**src/rtl/mm_pkg.sv**
```systemverilog
// Shared main-memory definitions for the load and store paths.
// State encoding is common to both engines.
package mm_pkg;

    localparam int MM_ADDR_W       = 11;
    localparam int MM_READ_LATENCY = 2;
    localparam int MM_WORD_W       = 32;

    typedef enum logic [1:0] {
        IDLE  = 2'd0,
        ISSUE = 2'd1,
        WAIT  = 2'd2,
        DONE  = 2'd3
    } state_t;

endpackage

```
**src/rtl/load_from_mm.sv**
```systemverilog
// Main-memory load engine: enable/acknowledge handshake, one word
// read from synchronous RAM, result held stable for write-back.
module load_from_mm
    import mm_pkg::*;
#(
    parameter int ADDR_W       = MM_ADDR_W,
    parameter int READ_LATENCY = MM_READ_LATENCY
) (
    input  logic                 CLOCK_50,
    input  logic                 resetIn,
    input  logic                 enable,
    output logic                 acknowledge,
    input  logic [MM_WORD_W-1:0] ADDout,
    output logic [MM_WORD_W-1:0] RD,
    output logic                 addrError,
    output logic [ADDR_W-1:0]    address,
    output logic                 readEnable,
    input  logic [MM_WORD_W-1:0] dataRead
);

    // WAIT lasts READ_LATENCY cycles, so the counter starts one below.
    localparam logic [2:0] CNT_INIT = 3'(READ_LATENCY - 1);

    state_t               state, state_n;
    logic [2:0]           cnt, cnt_n;
    logic                 err_q, err_n_q;
    logic [ADDR_W-1:0]    addr_n;
    logic [MM_WORD_W-1:0] rd_n;
    logic                 aerr_n;
    logic                 re_n;
    logic                 ack_n;
    logic                 hi_err;

    // Any set bit above the memory word range is an out-of-range access.
    assign hi_err = |ADDout[MM_WORD_W-1:ADDR_W];

    // Next-state and next-output logic; every register holds by default.
    always_comb begin
        state_n = state;
        cnt_n   = cnt;
        err_n_q = err_q;
        addr_n  = address;
        rd_n    = RD;
        aerr_n  = addrError;
        re_n    = readEnable;
        ack_n   = acknowledge;
        unique case (state)
            IDLE: begin
                if (enable) begin
                    state_n = ISSUE;
                    addr_n  = ADDout[ADDR_W-1:0];
                    err_n_q = hi_err;
                    re_n    = ~hi_err;
                end
            end
            ISSUE: begin
                if (err_q) begin
                    state_n = DONE;
                    rd_n    = '0;
                    aerr_n  = 1'b1;
                    ack_n   = 1'b1;
                    re_n    = 1'b0;
                end else begin
                    state_n = WAIT;
                    cnt_n   = CNT_INIT;
                end
            end
            WAIT: begin
                if (cnt == 3'd0) begin
                    state_n = DONE;
                    rd_n    = dataRead;
                    aerr_n  = 1'b0;
                    ack_n   = 1'b1;
                    re_n    = 1'b0;
                end else begin
                    cnt_n = cnt - 3'd1;
                end
            end
            DONE: begin
                if (!enable) begin
                    state_n = IDLE;
                    ack_n   = 1'b0;
                end
            end
            default: begin
                state_n = IDLE;
                ack_n   = 1'b0;
                re_n    = 1'b0;
            end
        endcase
    end

    // State, latency counter and all registered outputs.
    always_ff @(posedge CLOCK_50 or posedge resetIn) begin
        if (resetIn) begin
            state       <= IDLE;
            cnt         <= '0;
            err_q       <= 1'b0;
            address     <= '0;
            RD          <= '0;
            addrError   <= 1'b0;
            readEnable  <= 1'b0;
            acknowledge <= 1'b0;
        end else begin
            state       <= state_n;
            cnt         <= cnt_n;
            err_q       <= err_n_q;
            address     <= addr_n;
            RD          <= rd_n;
            addrError   <= aerr_n;
            readEnable  <= re_n;
            acknowledge <= ack_n;
        end
    end

endmodule

```
**config.mk**
```make
export PLATFORM = sky130hd
export DESIGN_NAME = load_from_mm
export DESIGN_NICKNAME = d
export VERILOG_FILES = /design/src/rtl/mm_pkg.sv /design/src/rtl/load_from_mm.sv
export SDC_FILE = /design/constraint.sdc
export NUM_CORES = 1
export LEC_CHECK = 0
export ABC_AREA = 1
export BUFFER_PORTS_ARGS = -buffer_cell sky130_fd_sc_hd__buf_2
export CAP_MARGIN = 20
export CORE_ASPECT_RATIO = 1.75
export CORE_MARGIN = 4
export CORE_UTILIZATION = 41
export DETAILED_ROUTE_END_ITERATION = 10
export MAX_ROUTING_LAYER = met4
export PLACE_DENSITY = 0.86
export SLEW_MARGIN = 30
export SYNTH_ARGS = -nofsm -noshare
export SYNTH_HDL_FRONTEND = slang
export SYNTH_SLANG_ARGS = --single-unit
```
**constraint.sdc**
```tcl
create_clock -name CLOCK_50 -period 1.7 [get_ports CLOCK_50]
set_clock_uncertainty 0.05 [all_clocks]
set_input_delay 0.34 -clock CLOCK_50 [delete_from_list [all_inputs] [get_ports CLOCK_50]]
set_output_delay 0.34 -clock CLOCK_50 [all_outputs]
set_load 0.01 [all_outputs]
```
# ---- Word-level counts from Yosys, hierarchy flattened
# Index checks and enable logic that the tools add are counted.
dict set report totals {
  ff_bits 52
  out_inout_bits 46
  wordCells 51
}
dict set report op_classes {
  n_addsub 1
  eq_ne 9
  n_mux 20
  n_bitwise 1
  n_reduce_logical 12
}
# op count
set op_table {}
lappend op_table {{2-to-1 mux 32 bit} 2}
lappend op_table {{case mux 32 bit (2 select lines)} 1}
lappend op_table {{OR reduction 21 bit} 1}
lappend op_table {{!= test 2 bit (second input constant)} 6}
lappend op_table {{AND reduction 3 bit} 3}
lappend op_table {{case mux 2 bit (4 select lines)} 1}
lappend op_table {{AND reduction 4 bit} 2}
lappend op_table {{2-to-1 mux 1 bit} 7}
lappend op_table {{2-to-1 mux 2 bit} 3}
lappend op_table {{2-to-1 mux 3 bit} 2}
lappend op_table {{case mux 1 bit (3 select lines)} 2}
lappend op_table {{case mux 3 bit (2 select lines)} 1}
lappend op_table {{nonzero test 3 bit} 2}
lappend op_table {{equality test 2 bit (second input constant)} 2}
lappend op_table {{logical NOT 3 bit} 1}
lappend op_table {{subtractor 3 x 1 -> 3 bit (second input constant)} 1}
lappend op_table {{equality test 2 x 1 -> 1 bit (second input constant)} 1}
lappend op_table {{logical NOT 2 bit} 1}
lappend op_table {{case mux 1 bit (2 select lines)} 1}
lappend op_table {{AND reduction 2 bit} 1}
lappend op_table {{nonzero test 2 bit} 1}
lappend op_table {{NOT 1 bit} 1}

# ---- Logic depth before layout (Yosys ltp)
dict set report depth {
  depth_word 4
  ltp_mapped 11
  ltp_nobuf 10
}

# ---- Worst setup path after synthesis
# No wires, ideal clock.
dict set report synth_timing {
  path_kind {reg-to-reg}
  start {register cnt[0]}
  end {register RD[0]}
  t_arrival_ns 1.362
  required_time_ns 1.584
  path_slack_ns 0.222
  path_stages_with_launch 12
  path_buffers 1
  period_less_slack_ns 1.478
  path_cell_list {dfrtp_1 > inv_1 > ha_1 > ha_1 > inv_1 > nand2_1 > nand2_1 > inv_2 > o21ai_2 > buf_6 > nand2_1 > nand2_1}
}
dict set report synth_between {
  elab_chain_cells 3
}
# item line_no
set synth_rtl {}
lappend synth_rtl {{from (decl)} load_from_mm.sv:25} ;# logic [2:0] cnt, cnt_n;
lappend synth_rtl {{from (signal assigned)} load_from_mm.sv:106} ;# cnt <= cnt_n;
lappend synth_rtl {{logical NOT 3 bit} load_from_mm.sv:69} ;# if (cnt == 3'd0) begin
lappend synth_rtl {{!= test 2 bit (no line)} --}
lappend synth_rtl {{AND reduction 3 bit (no line)} --}
lappend synth_rtl {{to (signal assigned)} load_from_mm.sv:109} ;# RD <= rd_n;
lappend synth_rtl {{to (decl)} load_from_mm.sv:14} ;# output logic [MM_WORD_W-1:0] RD,
# No other way between the ends.
# A chain may end at the register's enable or synchronous reset.

# ---- Worst setup path after layout
dict set report layout_timing {
  start {register cnt[0]}
  end {register RD[16]}
}
# The elaborated chain is that of the path after synthesis.

==> flow_metrics.tcl <==
set metrics [dict create \
    clock_path_buffers 2 \
    synth_seq_area_share_pct 56.9 \
    critical_path_arrival_ps 1830 \
    crit_chain "inv_1 > ha_1 > ha_2 > inv_1 > nand2_1 > nand2_2 > inv_2 > o21ai_4 > clkbuf_16 > nand2_1 > nand2_1" \
    grt_pass1_wl_mm 9.56 \
    p_per_area_nw_per_um2 1710 \
    grt.overflow.total 0 \
    status "complete, no violations" \
    worstReg2RegStart "cnt[0]" \
    slew_headroom_pct 76.4 \
    period_share_pct 96.8 \
    use_met1_pct 18.6 \
    layout-drive-gt1-share_pct 35.7 \
    synth.top_cells.by_area "dfrtp_1 57%, nand2_1 20%, nand3_1 7.4%" \
    ant_nets 0 \
    num-nets-final 462 \
    die_h_microns 107 \
    nFillCells 513 \
    tightest_slew_ps 353 \
    antenna_found_initial 0 \
    num_vias 2153 \
    grt_max_degree 53 \
    startpoint_type "flip-flop" \
    crit_slowest_cell "dfrtp_1" \
    port_buffers 112 \
    hold_violations 0 \
    final_common_cell "nand2_1" \
    vias_per_cell 4.65 \
    final_cell_mix "120 x nand2_1, 112 x buf_2, 51 x dfrtp_1" \
    maxCapViolations 0 \
    p_leak_nw 1.89 \
    ys_seq_elements 52 \
    syn_avg_cell_area_sq_um 8.44 \
    max_stage_delay_ps 360 \
    coreArea_sq_um 5340 \
    grt_pass1_vias 2170 \
    cts_root_buffer "clkbuf_8" \
    track_usage_pct 17.8 \
    numCtsBuffers 5 \
    wl_per_cell_microns 13.0 \
    cts_tree "yes" \
    cts_setup_buffers 0 \
    initial_utilization_pct 42.8 \
    rr_worst_depth 11 \
    irDropWorstVdd_mv 0.765 \
    cp_common_cell "nand2_1" \
    finalPower_w 0.00538 \
    endpoint_kind "flip-flop" \
    finalCriticalPeriod_ps 1650 \
    ctsResizeCount 0 \
    cp_max_fo 9 \
    fmax_mhz 608 \
    numClockSinks 52 \
    syn_nets 345 \
    holdCritPathClass "in -> async" \
    insertion_delay_ps 300 \
    fin_util_pct 58.9 \
    die_w_microns 64.5 \
    drt-initial-drc-count 82 \
    clk_transition_reported_paths_ps 90 \
    top_usage_layer "met2" \
    synth_top_area_share_pct 56.9 \
    dieArea_sq_um 6880 \
    std_cell_rows 35 \
    pin_count 113 \
    path_class "reg -> reg" \
    h-tree-depth 2 \
    dp_hpwl_mm 4.31 \
    wl_mm 6.04 \
    final_max_slew_viol_count 0 \
    antennaDiodeCount 0 \
    timing.rr.end "RD[16]" \
    synth_area_sq_um 2290 \
    crit_required_ps 1890 \
    setup_violations 0 \
    met2_usage_pct 32.8 \
    yosysUniqueCellTypes 19 \
    synth_top_area_cell "dfrtp_1" \
    hold_buffers 0 \
    first_pass_iters 4 \
    grtUsageMet3_pct 4.61 \
    area_delta_synth_final_pct 37.6 \
    syn_inst 271 \
    ys_warn_count 0 \
    routabilityCongestion 0.753 \
    route.detailed.drc 0 \
    reg2reg_slack_ps 50 \
]
-- state kept, by name (all words and copies together) (netlist names) --
| register | cells |
|---|---|
| state | 2 |
| address | 11 |
| addrError | 1 |
| acknowledge | 1 |
| err_q | 1 |
| RD | 32 |
| cnt | 3 |
| readEnable | 1 |
-- metrics by stage --
step | instances | area, sq um | TNS (ps) | setup WS, ps | hold slack (ps)
2_1_floorplan | 271 | 2290 | 0 | 52.1 | 392
3_3_place_gp | 452 | 2950 | 0 | 147 | 353
3_5_place_dp | 452 | 2950 | 0 | 82.9 | 361
4_1_cts | 460 | 3050 | 0 | 69.0 | 29.1
5_1_grt | 463 | 3150 | -81.1 | -12.1 | 52.4
6_report | 463 | 3150 | 0 | 54.2 | 19.8
-- worst max path at each step --
stage               depth (start not counted)      from         to
finish                                     11    cnt[0]     RD[16]
global route                               11    cnt[0]  addrError
CTS                                         8  state[0]  addrError
detailed placement                          8  state[0]  addrError
global placement                           10    cnt[0]  addrError
floorplan                                   1   resetIn      RD[0]
-- power by group --
part / internal [W] / switching, W / total [W]
logic: 0.00114 / 0.00156 / 0.00270
clock network: 0.000332 / 0.000394 / 0.000726
registers: 0.00170 / 0.000256 / 0.00195
-- synthesized netlist by cell type (all sizes together) --
cell,instances
o21ai,6
nand3b,1
buf,7
inv,17
nand3,34
clkbuf,4
ha,7
o21bai,1
nand2,122
o22ai,2
nor2,15
nand4,1
a21oi,1
or2,1
dfrtp,52
-- area by class of cell --
cell class / instances / area [sq um] / share of cell area [%]
clock inverters: 1 / 7.51 / 0.238
flip-flops and latches: 52 / 1300 / 41.4
multi-input cells: 191 / 891 / 28.3
repair buffers: 121 / 704 / 22.4
well taps: 74 / 92.6 / 2.94
inverters: 17 / 63.8 / 2.03
clock buffers: 7 / 86.3 / 2.74
-- worst max-delay path: cells and delay by family (launching register included) --
kind / cells / cell delay (ps)
compound gates: 1 / 120
fa+ha+maj: 2 / 370
simple gates: 4 / 290
buf+inv: 4 / 410
flops: 1 / 360
-- metal layers --
layer  part of all wire (%)  up-vias
met5                      0        -
met4                    1.0        0
met3                    7.6        7
met2                     55       89
met1                     37      976
li1                       -     1081
-- logic make-up (layout without fill, tap and decap cells) --
family	after synthesis	in the layout	synth area share, %
flip-flops	52	52	56.9
buffers and inverters	28	146	5.80
adder cells (fa/ha/maj)	7	7	3.83
AO/OA/AOI/OAI	10	10	2.57
AND/OR/NAND/NOR	174	174	30.9
Note: power is estimated with default switching activity, not from simulation.
